`src/rtl/retry_dmr_stage_pkg.sv`:
```
// ============================================================================
// Module      : retry_dmr_stage_pkg
// Description : Shared defaults for the DMR retry pipeline stage.
// Revision    : 1.0
// ============================================================================
`default_nettype none

package retry_dmr_stage_pkg;

   localparam int unsigned DEFAULT_ID_SIZE   = 2;
   localparam int unsigned DEFAULT_DEPTH     = 2;
   localparam int unsigned DEFAULT_CNT_WIDTH = 16;

endpackage

`default_nettype wire

```
`src/rtl/retry_dmr_pipe_reg.sv`:
```
// ============================================================================
// Module      : retry_dmr_pipe_reg
// Description : One elastic stage holding a shared valid and A/B data/id copies.
// Revision    : 1.0
// ============================================================================
`default_nettype none

module retry_dmr_pipe_reg
   import retry_dmr_stage_pkg::*;
#(
   parameter type         DataType = logic [7:0],
   parameter int unsigned ID_SIZE  = DEFAULT_ID_SIZE
) (
   input  logic               clk_i,
   input  logic               rst_ni,
   input  logic               adv,
   input  logic               in_valid,
   input  DataType            in_data_a,
   input  DataType            in_data_b,
   input  logic [ID_SIZE-1:0] in_id_a,
   input  logic [ID_SIZE-1:0] in_id_b,
   output logic               valid,
   output DataType            data_a,
   output DataType            data_b,
   output logic [ID_SIZE-1:0] id_a,
   output logic [ID_SIZE-1:0] id_b
);

   logic               r_valid;
   DataType            r_data_a;
   DataType            r_data_b;
   logic [ID_SIZE-1:0] r_id_a;
   logic [ID_SIZE-1:0] r_id_b;

   always_ff @(posedge clk_i or negedge rst_ni) begin
      if (!rst_ni) begin
         r_valid <= 1'b0;
      end else if (adv) begin
         r_valid <= in_valid;
      end
   end

   // The two copies live in separate processes so no register is ever shared.
   always_ff @(posedge clk_i or negedge rst_ni) begin
      if (!rst_ni) begin
         r_data_a <= '0;
         r_id_a   <= '0;
      end else if (adv && in_valid) begin
         r_data_a <= in_data_a;
         r_id_a   <= in_id_a;
      end
   end

   always_ff @(posedge clk_i or negedge rst_ni) begin
      if (!rst_ni) begin
         r_data_b <= '0;
         r_id_b   <= '0;
      end else if (adv && in_valid) begin
         r_data_b <= in_data_b;
         r_id_b   <= in_id_b;
      end
   end

   assign valid  = r_valid;
   assign data_a = r_data_a;
   assign data_b = r_data_b;
   assign id_a   = r_id_a;
   assign id_b   = r_id_b;

endmodule

`default_nettype wire

```
`src/rtl/retry_dmr_stage.sv`:
```
// ============================================================================
// Module      : retry_dmr_stage
// Description : DMR pipelined stage with output copy compare and fault counter.
// Revision    : 1.0
// ============================================================================
`default_nettype none

module retry_dmr_stage
   import retry_dmr_stage_pkg::*;
#(
   parameter type         DataType = logic [7:0],
   parameter int unsigned ID_SIZE  = DEFAULT_ID_SIZE,
   parameter int unsigned DEPTH    = DEFAULT_DEPTH,
   parameter int unsigned CntWidth = DEFAULT_CNT_WIDTH
) (
   input  logic                clk_i,
   input  logic                rst_ni,
   input  DataType             data_i,
   input  logic [ID_SIZE-1:0]  id_i,
   input  logic                valid_i,
   output logic                ready_o,
   input  logic                inject_fault_i,
   output DataType             data_o,
   output logic [ID_SIZE-1:0]  id_o,
   output logic                faulty_o,
   output logic                valid_o,
   input  logic                ready_i,
   output logic [CntWidth-1:0] fault_cnt_o
);

   // Index 0 is the upstream interface; index s+1 is the output of stage s.
   logic [DEPTH:0]     w_valid;
   logic [DEPTH-1:0]   w_adv;
   DataType            w_data_a [DEPTH+1];
   DataType            w_data_b [DEPTH+1];
   logic [ID_SIZE-1:0] w_id_a   [DEPTH+1];
   logic [ID_SIZE-1:0] w_id_b   [DEPTH+1];
   logic               w_out_hs;
   logic [CntWidth-1:0] r_fault_cnt;

   assign w_valid[0]  = valid_i;
   assign w_data_a[0] = data_i;
   assign w_data_b[0] = data_i ^ DataType'(inject_fault_i);
   assign w_id_a[0]   = id_i;
   assign w_id_b[0]   = id_i;

   for (genvar s = 0; s < DEPTH; s++) begin : g_stage
      // Unrolled advance chain: a stage moves if ready_i or any later stage is empty.
      assign w_adv[s] = ready_i || !(&w_valid[DEPTH:s+1]);

      retry_dmr_pipe_reg #(
         .DataType (DataType),
         .ID_SIZE  (ID_SIZE)
      ) u_pipe_reg (
         .clk_i     (clk_i),
         .rst_ni    (rst_ni),
         .adv       (w_adv[s]),
         .in_valid  (w_valid[s]),
         .in_data_a (w_data_a[s]),
         .in_data_b (w_data_b[s]),
         .in_id_a   (w_id_a[s]),
         .in_id_b   (w_id_b[s]),
         .valid     (w_valid[s+1]),
         .data_a    (w_data_a[s+1]),
         .data_b    (w_data_b[s+1]),
         .id_a      (w_id_a[s+1]),
         .id_b      (w_id_b[s+1])
      );
   end

   assign ready_o  = w_adv[0];
   assign valid_o  = w_valid[DEPTH];
   assign data_o   = w_data_a[DEPTH];
   assign id_o     = w_id_a[DEPTH];
   assign faulty_o = w_valid[DEPTH] &&
                     ((w_data_a[DEPTH] != w_data_b[DEPTH]) || (w_id_a[DEPTH] != w_id_b[DEPTH]));
   assign w_out_hs = valid_o && ready_i;

   always_ff @(posedge clk_i or negedge rst_ni) begin
      if (!rst_ni) begin
         r_fault_cnt <= '0;
      end else if (w_out_hs && faulty_o && (r_fault_cnt != '1)) begin
         r_fault_cnt <= r_fault_cnt + CntWidth'(1);
      end
   end

   assign fault_cnt_o = r_fault_cnt;

endmodule

`default_nettype wire

```
`config.mk`:
```
export PLATFORM = sky130hd
export DESIGN_NAME = retry_dmr_stage
export DESIGN_NICKNAME = d
export VERILOG_FILES = /design/src/rtl/retry_dmr_stage_pkg.sv /design/src/rtl/retry_dmr_pipe_reg.sv /design/src/rtl/retry_dmr_stage.sv
export SDC_FILE = /design/constraint.sdc
export NUM_CORES = 1
export LEC_CHECK = 0
export ABC_AREA = 0
export BUFFER_PORTS_ARGS = -buffer_cell sky130_fd_sc_hd__buf_2
export CAP_MARGIN = 20
export CORE_MARGIN = 3
export CORE_UTILIZATION = 30
export DETAILED_ROUTE_END_ITERATION = 8
export GPL_TIMING_DRIVEN = 0
export PLACE_DENSITY = 0.62
export SLEW_MARGIN = 20
export SYNTH_ARGS = -nofsm -noshare
export SYNTH_HDL_FRONTEND = slang
export SYNTH_SLANG_ARGS = --single-unit
```
`constraint.sdc`:
```
create_clock -name clk_i -period 2.1 [get_ports clk_i]
set_input_delay 0.105 -clock clk_i [delete_from_list [all_inputs] [get_ports clk_i]]
set_output_delay 0.105 -clock clk_i [all_outputs]
set_load 0.1 [all_outputs]
```
==> flow_metrics.tcl <==
set metrics [dict create \
    fmax_mhz 565.3 \
    ys_types 24 \
    max_cap_viol_count 0 \
    clock_path_buffers 2 \
    dp_cells 256 \
    fp.dieW_microns 83.71 \
    cts_max_level 2 \
    holdWs_ns 0.02185 \
    core_sq_um 5675 \
    switching_power_mw 1.423 \
    wl_per_cell_microns 13.67 \
    cts_tree "done" \
    grt_pass1_vias 1360 \
    synth_ff_type "dfrtp_1" \
    crit_arrival_ns 1.95 \
    period_share 0.8423 \
    yosysMostFrequentCell "dfrtp_1" \
    tns_ns 0 \
    cp-end-kind "flop" \
    slowest_delay_ns 0.40 \
    critPathLaunch "fault_cnt_o[0]" \
    numPortBuffers 43 \
    hold_viol_final 0 \
    cp_num_buf_inv 0 \
    grt_pass1_wl_mm 6.327 \
    worstSkewPairLatency_ns 0.29 \
    reg2reg_to "fault_cnt_o[12]" \
    power_leakage_nw 1.085 \
    synthCells 141 \
    critPathMaxFanout 4 \
    pwr-share-seq 0.346 \
    cts_buffers 5 \
    pwr_density_cell_nw_per_um2 1310 \
    yosys_warnings 0 \
    antenna_found_initial 0 \
    hp-start "valid_i" \
    synth_top_family_by_area "simple AND/OR/NAND/NOR gates" \
    internal_power_mw 1.592 \
    ctsResizeCount 0 \
    grt_max_degree 41 \
    fin_nets 208 \
    netlist_area_sq_um 1812 \
    ys_seq_elements 40 \
    muxShareOfSynthArea 0.1430 \
    area_growth_pct 27.07 \
    seq_area_frac_synth 0.5525 \
    pwr-share-clk 0.222 \
    drt_iter0_drc 58 \
    relSlewSlack 0.3999 \
    diodes 0 \
    syn_area_per_cell_sq_um 12.85 \
    slowest_stage "dfrtp_2" \
    rows 27 \
    synthXorXnorAreaFrac 0.07735 \
    drc_errors 0 \
    cts_setup_buffers 0 \
    critPathRequiredTime_ns 2.28 \
    firstDrtPassIters 4 \
    pre_cts_ws_ns 0.3660 \
    cts-hold-fix-buffers 1 \
    combPwrFrac 0.432 \
    clock_sinks 40 \
    synth_top_area_cell "dfrtp_1" \
    swShare 0.4720 \
    worst-path-stages 5 \
    gp_congestion 0.7299 \
    path_delay_family "simple AND/OR/NAND/NOR gates" \
    vdd.ir_drop.worst_uv 724.2 \
    setup_viol 0 \
    fin_crit_ns 1.769 \
    synth_top_area_share 0.5525 \
    via_count 1249 \
    slew_viol_final 0 \
    instances_no_fill 265 \
    ant_nets 0 \
    cp_cell_sequence "ha_1, and4_1, nand3_1, nor3_1, mux2_1" \
    r2r_slack_ns 0.33 \
    async_flop_share 1.000 \
    die_y_microns 83.71 \
    start_util 0.3192 \
    run_status "finished clean" \
    hpwl_mm 2.605 \
    critPathLaunchType "flop" \
    synth_fa_ha_area_frac 0.006906 \
    drive_gt1_frac 0.5233 \
    synth_nets 157 \
    dieArea_sq_um 7007 \
    pin_count 44 \
    finalClockSkew_ns 0.004519 \
    path_clk_slew_ns 0.08 \
    root_buffer "clkbuf_8" \
    endpoint "fault_cnt_o[12]" \
    crit_type "reg -> reg" \
    wirelength_mm 3.622 \
    hold_class "in -> reg" \
    synth_compound_area_frac 0.002762 \
    r2r_start "fault_cnt_o[0]" \
    setup_ws_ns 0.3311 \
    via_per_inst 4.713 \
    final.fill_count 580 \
    synth_area_leaders "dfrtp_1 (55%), mux2_2 (9.9%), xor2_1 (5.8%)" \
    synth-simple-area-share 0.1761 \
    grt_overflow 0 \
    track_usage 0.1112 \
    synth_common_cells "dfrtp_1 (40), mux2_2 (16), xor2_1 (12)" \
    reg2regPathDepth 5 \
    rsz0062_at_grt "no" \
    worstMarginPinSlew_ns 0.9001 \
    synth_edf_count 0 \
]
registers in the layout, indices dropped and copies added (netlist names):
register,flops
fault_cnt_o,16
g_stage.u_pipe_reg.data_a,9
g_stage.u_pipe_reg.data_b,9
g_stage.u_pipe_reg.id_a,4
g_stage.u_pipe_reg.valid,2
worst min path at each step:
stage               slack [ns]  depth (start not counted)                           to
floorplan                -0.19                          0               fault_cnt_o[0]
global placement          0.29                          1               fault_cnt_o[5]
detailed placement        0.30                          1              fault_cnt_o[15]
CTS                      0.005                          2  g_stage[0].u_pipe_reg.valid
global route              0.02                          2  g_stage[0].u_pipe_reg.valid
finish                    0.02                          2  g_stage[0].u_pipe_reg.valid
stage by stage:
step / total power, mW / cell area [sq um] / util
2_1_floorplan: 2.151 / 1866 / -
3_3_place_gp: 2.359 / 2171 / 0.3825
3_5_place_dp: 2.376 / 2171 / 0.3825
4_1_cts: 3.061 / 2302 / 0.4056
5_1_grt: 3.153 / 2302 / 0.4056
6_report: 3.016 / 2302 / 0.4056
per-layer routing:
layer  part of all wire  wire length [microns]  track usage  up-vias
met5                  0                      0            0        -
met4              0.016                     57      0.03509        0
met3              0.077                    279      0.04047        7
met2               0.46                   1669       0.1786       40
met1               0.45                   1616       0.1390      611
li1                   -                      -            -      591
logic make-up after synthesis:
group	count (synthesis)
AND/OR/NAND/NOR	49
flip-flops	40
multiplexers	23
XOR/XNOR	16
buffers and inverters	11
AO/OA/AOI/OAI	1
adder cells (fa/ha/maj)	1
power groups by stage:
stage               Sequential [mW]  Combinational [mW]  Clock [mW]
floorplan                      1.51               0.645           0
detailed placement             1.06                1.32           0
global route                   1.07                1.37       0.716
finish                         1.04                1.30       0.670
CTS                            1.05                1.32       0.696
global placement               1.05                1.31           0
layout make-up:
cell class,instances,area (sq um),area share
timing repair buffer,44,225.2,0.09783
clock inverter,2,38.79,0.01685
clock buffer,6,82.58,0.03587
multi-input combinational,90,768.2,0.3337
buffer,11,81.33,0.03533
sequential,40,1016,0.4413
tap,72,90.09,0.03913
worst register-to-register path, cell delays in order (launching register included):
cell and delay [ns]:
dfrtp_2 0.40, ha_1 0.21, and4_1 0.26, nand3_1 0.15
nor3_1 0.29, mux2_1 0.35
placed cells by master (no fill, tap or decap), types with 6 or more instances in the layout:
master / count
mux2_2: 13
buf_2: 45
xor2_1: 12
buf_4: 8
clkbuf_8: 6
nand3_1: 7
nand2_1: 9
dfrtp_2: 9
dfrtp_1: 30
mux2_4: 8
(Power assumes the default switching activity.)
